`src/rtl/shifter_right_seq.sv`:
```
// Multi-cycle 32-bit right shifter: one shared stage applies the 16/8/4/2/1
// shift steps on successive clocks, with logical or arithmetic fill.

module shifter_right_stage (
  input  logic [31:0] i_work,
  input  logic [2:0]  i_k,
  input  logic        i_en,
  input  logic        i_fill,
  output logic [31:0] o_work
);
  logic [31:0] w_shifted;

  always_comb begin
    w_shifted = i_work;
    case (i_k)
      3'd4:    w_shifted = {{16{i_fill}}, i_work[31:16]};
      3'd3:    w_shifted = {{8{i_fill}},  i_work[31:8]};
      3'd2:    w_shifted = {{4{i_fill}},  i_work[31:4]};
      3'd1:    w_shifted = {{2{i_fill}},  i_work[31:2]};
      3'd0:    w_shifted = {i_fill,       i_work[31:1]};
      default: w_shifted = i_work;
    endcase
    o_work = i_en ? w_shifted : i_work;
  end
endmodule

module shifter_right_seq (
  input  logic        clk,
  input  logic        reset,
  input  logic        start,
  input  logic [31:0] data,
  input  logic [31:0] control,
  input  logic        arith,
  output logic        busy,
  output logic        done,
  output logic [31:0] dataOut
);
  typedef enum logic {IDLE, SHIFT} state_t;

  state_t      r_state;
  logic [31:0] r_work;
  logic [4:0]  r_amt;
  logic        r_fill;
  logic [2:0]  r_k;
  logic        r_busy;
  logic        r_done;
  logic [31:0] r_dataOut;
  logic [31:0] w_stage;
  logic        w_en;

  // r_k only ever holds 0..4, so it always selects a valid amount bit.
  assign w_en = r_amt[r_k];

  shifter_right_stage u_stage (
    .i_work (r_work),
    .i_k    (r_k),
    .i_en   (w_en),
    .i_fill (r_fill),
    .o_work (w_stage)
  );

  always_ff @(posedge clk) begin
    if (reset) begin
      r_state   <= IDLE;
      r_work    <= '0;
      r_amt     <= '0;
      r_fill    <= 1'b0;
      r_k       <= '0;
      r_busy    <= 1'b0;
      r_done    <= 1'b0;
      r_dataOut <= '0;
    end else begin
      r_done <= 1'b0;
      case (r_state)
        IDLE: begin
          if (start) begin
            r_work  <= data;
            r_amt   <= control[4:0];
            r_fill  <= arith & data[31];
            r_k     <= 3'd4;
            r_busy  <= 1'b1;
            r_state <= SHIFT;
          end
        end
        SHIFT: begin
          r_work <= w_stage;
          if (r_k == 3'd0) begin
            r_dataOut <= w_stage;
            r_done    <= 1'b1;
            r_busy    <= 1'b0;
            r_state   <= IDLE;
          end else begin
            r_k <= r_k - 3'd1;
          end
        end
        default: r_state <= IDLE;
      endcase
    end
  end

  assign busy    = r_busy;
  assign done    = r_done;
  assign dataOut = r_dataOut;
endmodule

```
`config.mk`:
```
export PLATFORM = sky130hd
export DESIGN_NAME = shifter_right_seq
export DESIGN_NICKNAME = d
export VERILOG_FILES = /design/src/rtl/shifter_right_seq.sv
export SDC_FILE = /design/constraint.sdc
export NUM_CORES = 1
export LEC_CHECK = 0
export CORE_UTILIZATION = 50
export CTS_CLUSTER_DIAMETER = 30
export CTS_CLUSTER_SIZE = 30
export DETAILED_ROUTE_END_ITERATION = 10
export PLACE_DENSITY = 0.92
export SLEW_MARGIN = 20
export SYNTH_ARGS = -nofsm -noshare
export SYNTH_HDL_FRONTEND = slang
export SYNTH_SLANG_ARGS = --single-unit
```
`constraint.sdc`:
```
create_clock -name clk -period 3.3 [get_ports clk]
set_input_delay 0.495 -clock clk [delete_from_list [all_inputs] [get_ports clk]]
set_output_delay 0.495 -clock clk [all_outputs]
set_load 0.01 [all_outputs]
```
* Yosys cells after proc, flatten, opt, wreduce, memory -nomap -nowiden
Index checks and enable logic that the tools add are counted.
** Storage, ports and cells
- Register bits :: 76
- Bits of input ports :: 68
** Cells by class
- $add $sub $neg :: 1
- Order comparisons :: 1
- Equality and inequality tests :: 7
- Mux-type cells :: 16
- Bitwise logic cells :: 2
- Reductions and logical operators :: 6
** Operator list (count)
- 32-bit case mux with 5 select lines :: 1
- 32-bit two-way mux :: 2
- 32-bit case mux with 2 select lines :: 1
- 2-bit AND reduction :: 4
- 3-bit by 2-bit equality test with 1-bit output (second input constant) :: 2
- 1-bit two-way mux :: 6
- 3-bit two-way mux :: 2
- 3-bit case mux with 2 select lines :: 1
- 3-bit by 4-bit less-than comparator with 1-bit output (second input constant) :: 1
- 2-bit inequality test (second input constant) :: 2
- 1-bit case mux with 2 select lines :: 2
- 1-bit binary-select mux with 3-bit select :: 1
- 3-bit by 1-bit equality test with 1-bit output (second input constant) :: 1
- 3-bit equality test (second input constant) :: 1
- 3-bit zero test :: 1
- 3-bit by 1-bit subtractor with 3-bit output (second input constant) :: 1
- 2-bit by 1-bit inequality test with 1-bit output (second input constant) :: 1
- 2-bit OR reduction :: 1
- 1-bit bitwise AND :: 1
- 1-bit NOT :: 1

* Longest topological paths before layout
Gate-level depths: netlist of run 1.
- Depth after elaboration :: 4
- Gate-level depth with buffers :: 9
- Depth with buffers taken out :: 7

* Hierarchy
Synthesis of run 1 repeated with hierarchy kept, for this count alone.
** Second synthesis, totals
- Cell total of the unflattened synthesis :: 499
- Area, all modules :: 4488.1 um2
** By module, submodules not included
- shifter_right_seq :: instances 1, cells an instance 272, area each 3000.4 um2, seq. area each 1521.5 um2
- shifter_right_stage :: instances 1, cells an instance 227, area each 1487.7 um2, seq. area each 0.0 um2

* Worst setup path after synthesis of run 1
No wires, ideal clock.
- Path kind :: reg2reg
- Start :: register r_k[0]
- End :: register r_work[10]
- Library setup time :: 137 ps
- Arrival time :: 1974 ps
- Setup slack :: 1188 ps
- Stages on the path, launching flop included :: 10
- Buffers on the path :: 2
- Cell sequence :: dfxtp_1 > inv_1 > ha_1 > buf_2 > nor4_2 > a221oi_4 > nand2_4 > buf_6 > mux2i_1 > a211oi_1
** On the way
- Word-level cells in the longest chain between the ends :: 4
** RTL lines
- start: declaration :: RTL line 44 : logic [2:0] r_k;
- start signal: assignment :: RTL line 93 : r_k <= r_k - 3'd1;
- 3-bit by 1-bit equality test with 1-bit output, or another cell as far along :: RTL line 15 : case (i_k)
- 32-bit case mux with 5 select lines / 1-bit two-way mux (equally long branches) :: RTL line 15, 52
- 32-bit two-way mux * :: RTL line 23 : o_work = i_en ? w_shifted : i_work;
- 32-bit case mux with 2 select lines * :: RTL line 74 : case (r_state)
- end signal: assignment :: RTL line 77 : r_work <= data;
- end signal: assignment :: RTL line 86 : r_work <= w_stage;
- end: declaration :: RTL line 41 : logic [31:0] r_work;
Every way passes the cells marked *; elsewhere a longest branch is shown, timed or not. The select of a mux whose other input is x is not followed.
A chain may end at the register's enable or synchronous reset.

* Worst setup path in the final report of run 1
- Start :: register r_k[0]
- End :: register r_dataOut[8] (netlist: dataOut[8])
** On the way
- Word-level cells in the longest chain between the ends :: 3
** RTL lines
- 3-bit by 1-bit equality test with 1-bit output, or another cell as far along :: RTL line 15
- 32-bit case mux with 5 select lines / 1-bit two-way mux (equally long branches) :: RTL line 15, 52
- 32-bit two-way mux :: RTL line 23
- end signal: assignment :: RTL line 88 : r_dataOut <= w_stage;
- end: declaration :: RTL line 47 : logic [31:0] r_dataOut;
Parallel ways exist; a longest one is shown, timed or not. The select of a mux whose other input is x is not followed.

==> out/metrics.csv, run 1 <==
metric;value;unit
status;finished, final reports clean;
avgSynthCellArea;8.379;um2
grt_pass1_wl;17900;um
cpPeakStageDelay;550;ps
maxSlewViolCount;0;
reg2reg_slack;690;ps
period_share;78.97;%
hold_viol;0;
r2r-end;dataOut[8];
cts.sinks;76;
max_freq;0.3837;GHz
rsz0062_at_grt;false;
worstPathMaxFanout;35;
ant_nets;0;
cts_resized;0;
syn-instance-count;498;
cts_setup_buffers;0;
avgRoutedWirePerCell;17.52;um
firstDrtPassIters;6;
synthArstFlopShare;0;%
grtUsageTotal;26.02;%
clock_path_buffers;2;
grt_overflow_total;0;
p_leak;1.931;nW
crit_required;3580;ps
synthMostInstantiatedCell;dfxtp_1;
num-nets-final;616;
drt_iter0_markers;449;
p_per_area;487.2;nW/um2
path_buf_inv;2;
hold_path_end;dataOut[16];
pin_count;102;
crit_arrival;2890;ps
grt_pass1_vias;3705;
insertion_delay;360;ps
fin_crit;2606;ps
path_class;flip-flop to flip-flop;
cts_tree;built;
rows;32;
hpwlAfterDp;7670;um
slowest_stage;or2_2;
setup_violations;0;
hold_path_class;flip-flop to flip-flop;
grt_max_degree;50;
start_kind;flip-flop;
layout-drive-gt1-share;6.569;%
hold_depth;2;
ys_seq_area_share;36.46;%
fp.coreArea;7888;um2
dpl_cell_area;4912;um2
ir_drop;0.2340;mV
routabilityCongestion;0.9316;
end_kind;flip-flop;
power.total;0.002509;W
synthTopCellsByArea;dfxtp_1, a211oi_1, mux2i_1;
die_x;93.36;um
synthesis.nets;571;
htreeDepth;3;
vias;4006;
yosysTopAreaCellShare;36.46;%
area_growth;23.39;%
finish.utilization;65.28;%
maxCapViolCount;0;
worstMarginPinSlew;688.9;ps
drcViolationCount;0;
cts_hold_buf;0;
skew;13.47;ps
initial_core_util;52.90;%
yosysWarnings;0;
io_buffers;74;
synth_largest_area_cell;dfxtp_1;
setup_tns;0;ps
cts-root-buf;clkbuf_8;
ys.flop_type;dfxtp_1;
clk_pin_slew;90;ps
relSlewSlack;53.98;%
r2r_cells;7;
dieArea;8715;um2
critPathTopFamily;simple AND/OR/NAND/NOR gates;
min-delay-start;dataOut[16];
antenna_found_initial;0;
routed_via_density;6.163;
synthTopCellsByCount;dfxtp_1, nand2_1, a211oi_1;
routed_wl;11390;um
ys_types;37;
cts_buffers;9;
die_h;93.36;um
path_cells;inv_1 > ha_1 > buf_4 > nor2b_1 > nand2_1 > or2_2 > o21ai_1;
finalInstanceArea;5149;um2
diodes;0;
syn_area;4173;um2
synth_edf_count;0;
r2r-start;r_k[0];
ys_ff_latch;76;
-- power by group --
group / total (W) / leakage (nW) / switching [W] / internal, W
combinational: 0.000582 / 1.19 / 0.000311 / 0.000271
clock: 0.000839 / 0.116 / 0.000351 / 0.000489
sequential: 0.00109 / 0.623 / 0.000101 / 0.000987
total: 0.00251 / 1.93 / 0.000762 / 0.00175
-- cells in the final DEF (no fill, tap or decap), drive strengths merged, types with 9 or more instances in the layout --
| cell type | netlist | final |
|---|---|---|
| a22o | 16 | 16 |
| o21ai | 46 | 46 |
| a22oi | 27 | 27 |
| buf | 15 | 11 |
| a21oi | 27 | 27 |
| nand2 | 63 | 63 |
| nor2b | 34 | 34 |
| clkdlybuf4s50 | 0 | 73 |
| clkbuf | 35 | 13 |
| dfxtp | 76 | 76 |
| a211oi | 58 | 58 |
| mux2i | 34 | 34 |
| nor3 | 9 | 9 |
-- cell families after synthesis --
kind of cell	share of synthesized area [%]
adder cells (fa/ha/maj)	1.499
buffers and inverters	5.457
AO/OA/AOI/OAI	32.32
flip-flops	36.46
AND/OR/NAND/NOR	16.10
multiplexers	8.156
-- layer usage --
layer | share of wire [%] | up-vias | GRT usage [%]
met4 | 1.2 | 0 | 9.487
li1 | - | 1948 | -
met5 | 0 | - | 0
met1 | 45 | 1872 | 34.38
met2 | 47 | 172 | 42.52
met3 | 6.2 | 14 | 4.472
-- state kept, by name, indices dropped and copies added (netlist names) --
register,flops
dataOut,32
busy,1
done,1
r_k,3
r_state,1
r_amt,5
r_fill,1
r_work,32
-- worst register-to-register path: stages (launching register included) --
cell and delay (ps):
dfxtp_1 410, inv_1 180, ha_1 240, buf_4 360, nor2b_1 420, nand2_1 130, or2_2 550, o21ai_1 230
-- stage by stage --
| stage | setup slack (ps) | cells | hold slack, ps |
|---|---|---|---|
| 5_1_grt | 485.2 | 650 | 468.2 |
| 6_report | 693.9 | 650 | 451.1 |
| 3_3_place_gp | 706.7 | 634 | 437.6 |
| 2_1_floorplan | 1188 | 498 | 435.7 |
| 3_5_place_dp | 529.5 | 634 | 445.1 |
| 4_1_cts | 521.7 | 650 | 455.7 |
-- how the worst max path moves through the flow --
stage,cells after the start,end,from
finish,7,dataOut[8],r_k[0]
global route,7,dataOut[7],r_k[0]
CTS,7,dataOut[8],r_k[0]
detailed placement,7,dataOut[5],r_k[0]
global placement,7,dataOut[9],r_k[0]
floorplan,9,r_work[10],r_k[0]
-- cell type report --
cell class | count | area, um2
timing repair buffer | 84 | 823.3
tap | 102 | 127.6
fill | 672 | 2739
clock inverter | 3 | 67.56
multi-input combinational | 369 | 2427
clock buffer | 13 | 168.9
inverter | 3 | 11.26
sequential | 76 | 1523
Note: power is estimated with default switching activity, not from simulation.
==> inputs of run 2 (changes only) <==
- clock period: 3.3 -> 2.6 ns (I/O delays scaled with it)
==> run 2 against run 1 <==
Compared with the run above:
- design area up 0.92%
- critical path depth rose by 1
- power up 29%
- first-iteration DRC count is 9.1% higher
- non-clock buffer count increased by 6
- combinational power increased by 29%
- largest power group unchanged
==> out/metrics.csv, run 2 (synthesized netlist as in run 1, its figures left out) <==
metric;value;unit
dieArea;8715;um2
layout-drive-gt1-share;7.233;%
status;finished, final reports clean;
setup_tns;0;ps
hold_viol;0;
period_share;94.78;%
fin_crit;2464;ps
max_freq;0.4058;GHz
start_kind;flip-flop;
cts_hold_buf;0;
grt_overflow_total;0;
firstDrtPassIters;8;
relSlewSlack;47.89;%
crit_arrival;2710;ps
maxCapViolCount;0;
num-nets-final;622;
end_kind;flip-flop;
area_growth;24.53;%
cts_tree;built;
dp_cells;640;
slowest_stage;dfxtp_1;
rows;32;
path_class;flip-flop to flip-flop;
cts_resized;0;
grtUsageTotal;27.24;%
crit_required;2850;ps
routabilityCongestion;0.9450;
io_buffers;74;
vias;4145;
skew;9.332;ps
hold_path_class;flip-flop to flip-flop;
die_h;93.36;um
setup_violations;0;
routed_wl;11660;um
whs;452.5;ps
path_cells;inv_1 > ha_1 > nor4_2 > a221oi_4 > nand2_4 > buf_4 > mux2i_1 > a211oi_1;
grt_pass1_vias;3767;
fp.coreArea;7888;um2
grt_pass1_wl;18890;um
place_ws;249.3;ps
initial_core_util;52.90;%
worstPathMaxFanout;18;
grt_max_degree;62;
final_common_cell;dfxtp_1;
cpPeakStageDelay;500;ps
htreeDepth;3;
dpl_cell_area;4957;um2
cts-root-buf;clkbuf_8;
finalInstanceArea;5196;um2
maxSlewViolCount;0;
stdcell_count;655;
cts.sinks;76;
drcViolationCount;0;
final_cell_mix;dfxtp_1, clkdlybuf4s50_1, nand2_1;
rsz0062_at_grt;false;
die_x;93.36;um
avgRoutedWirePerCell;17.80;um
drt_iter0_markers;490;
cts_buffers;9;
antenna_found_initial;0;
diodes;0;
cts_setup_buffers;0;
ir_drop;0.3411;mV
ant_nets;0;
fin_ws;135.6;ps
clock_path_buffers;2;
routed_via_density;6.328;
p_per_area;621.1;nW/um2
insertion_delay;350;ps
clk_pin_slew;80;ps
p_leak;1.959;nW
pin_count;102;
hpwlAfterDp;7985;um
worstMarginPinSlew;781.7;ps
==> run 2: cell types whose count changed in the layout (fill, tap and decap cells not counted) <==
cell       previous run  this run
buf_4                 9        15
clkbuf_8             12        10
bufinv_16             2         3
or2_1                 0         1
or2_2                 1         0
==> run 2: stage by stage <==
step,power [W],utilization [%]
2_1_floorplan,0.001875,-
3_3_place_gp,0.002110,62.85
3_5_place_dp,0.002141,62.85
4_1_cts,0.003216,65.88
5_1_grt,0.003343,65.88
6_report,0.003227,65.88
==> run 2: metal layers <==
| metal | share of wire (%) | up-vias | wire [um] | global-route usage, % |
|---|---|---|---|---|
| met5 | 0 | - | 0 | 0 |
| li1 | - | 1957 | - | - |
| met1 | 44 | 1934 | 5137 | 37.32 |
| met2 | 46 | 223 | 5377 | 43.38 |
| met4 | 2.0 | 0 | 235 | 10.38 |
| met3 | 7.8 | 31 | 909 | 3.659 |
==> run 2: cell type report <==
type	instances	area [um2]
Clock buffer	11	141.4
Sequential cell	76	1523
Tap cell	102	127.6
Timing Repair Buffer	90	868.3
Clock inverter	4	97.59
Multi-Input combinational cell	369	2427
Inverter	3	11.26
Fill cell	651	2691
==> run 2: critical path, delay by kind of cell (launching register included) <==
family | cells | cell delay (ps)
AND/OR/NAND/NOR | 2 | 500
AO/OA/AOI/OAI | 2 | 430
multiplexers | 1 | 160
flip-flops | 1 | 500
buffers and inverters | 2 | 460
adder cells (fa/ha/maj) | 1 | 290
==> run 2: path summary, 6_finish.rpt <==
check | startpoint | end | slack (ps) | cells past startpoint
hold / removal | dataOut[30] | dataOut[30] | 450 | 2
setup / recovery | r_k[0] | r_work[28] | 140 | 8
setup reg to reg | r_k[0] | r_work[28] | 140 | 8
hold reg to reg | dataOut[30] | dataOut[30] | 450 | 2
==> run 2: report_power, final <==
group	switching (W)	leakage, nW	internal, W
Sequential	0.000136	0.623	0.00125
Clock	0.000430	0.116	0.000659
Combinational	0.000394	1.22	0.000355
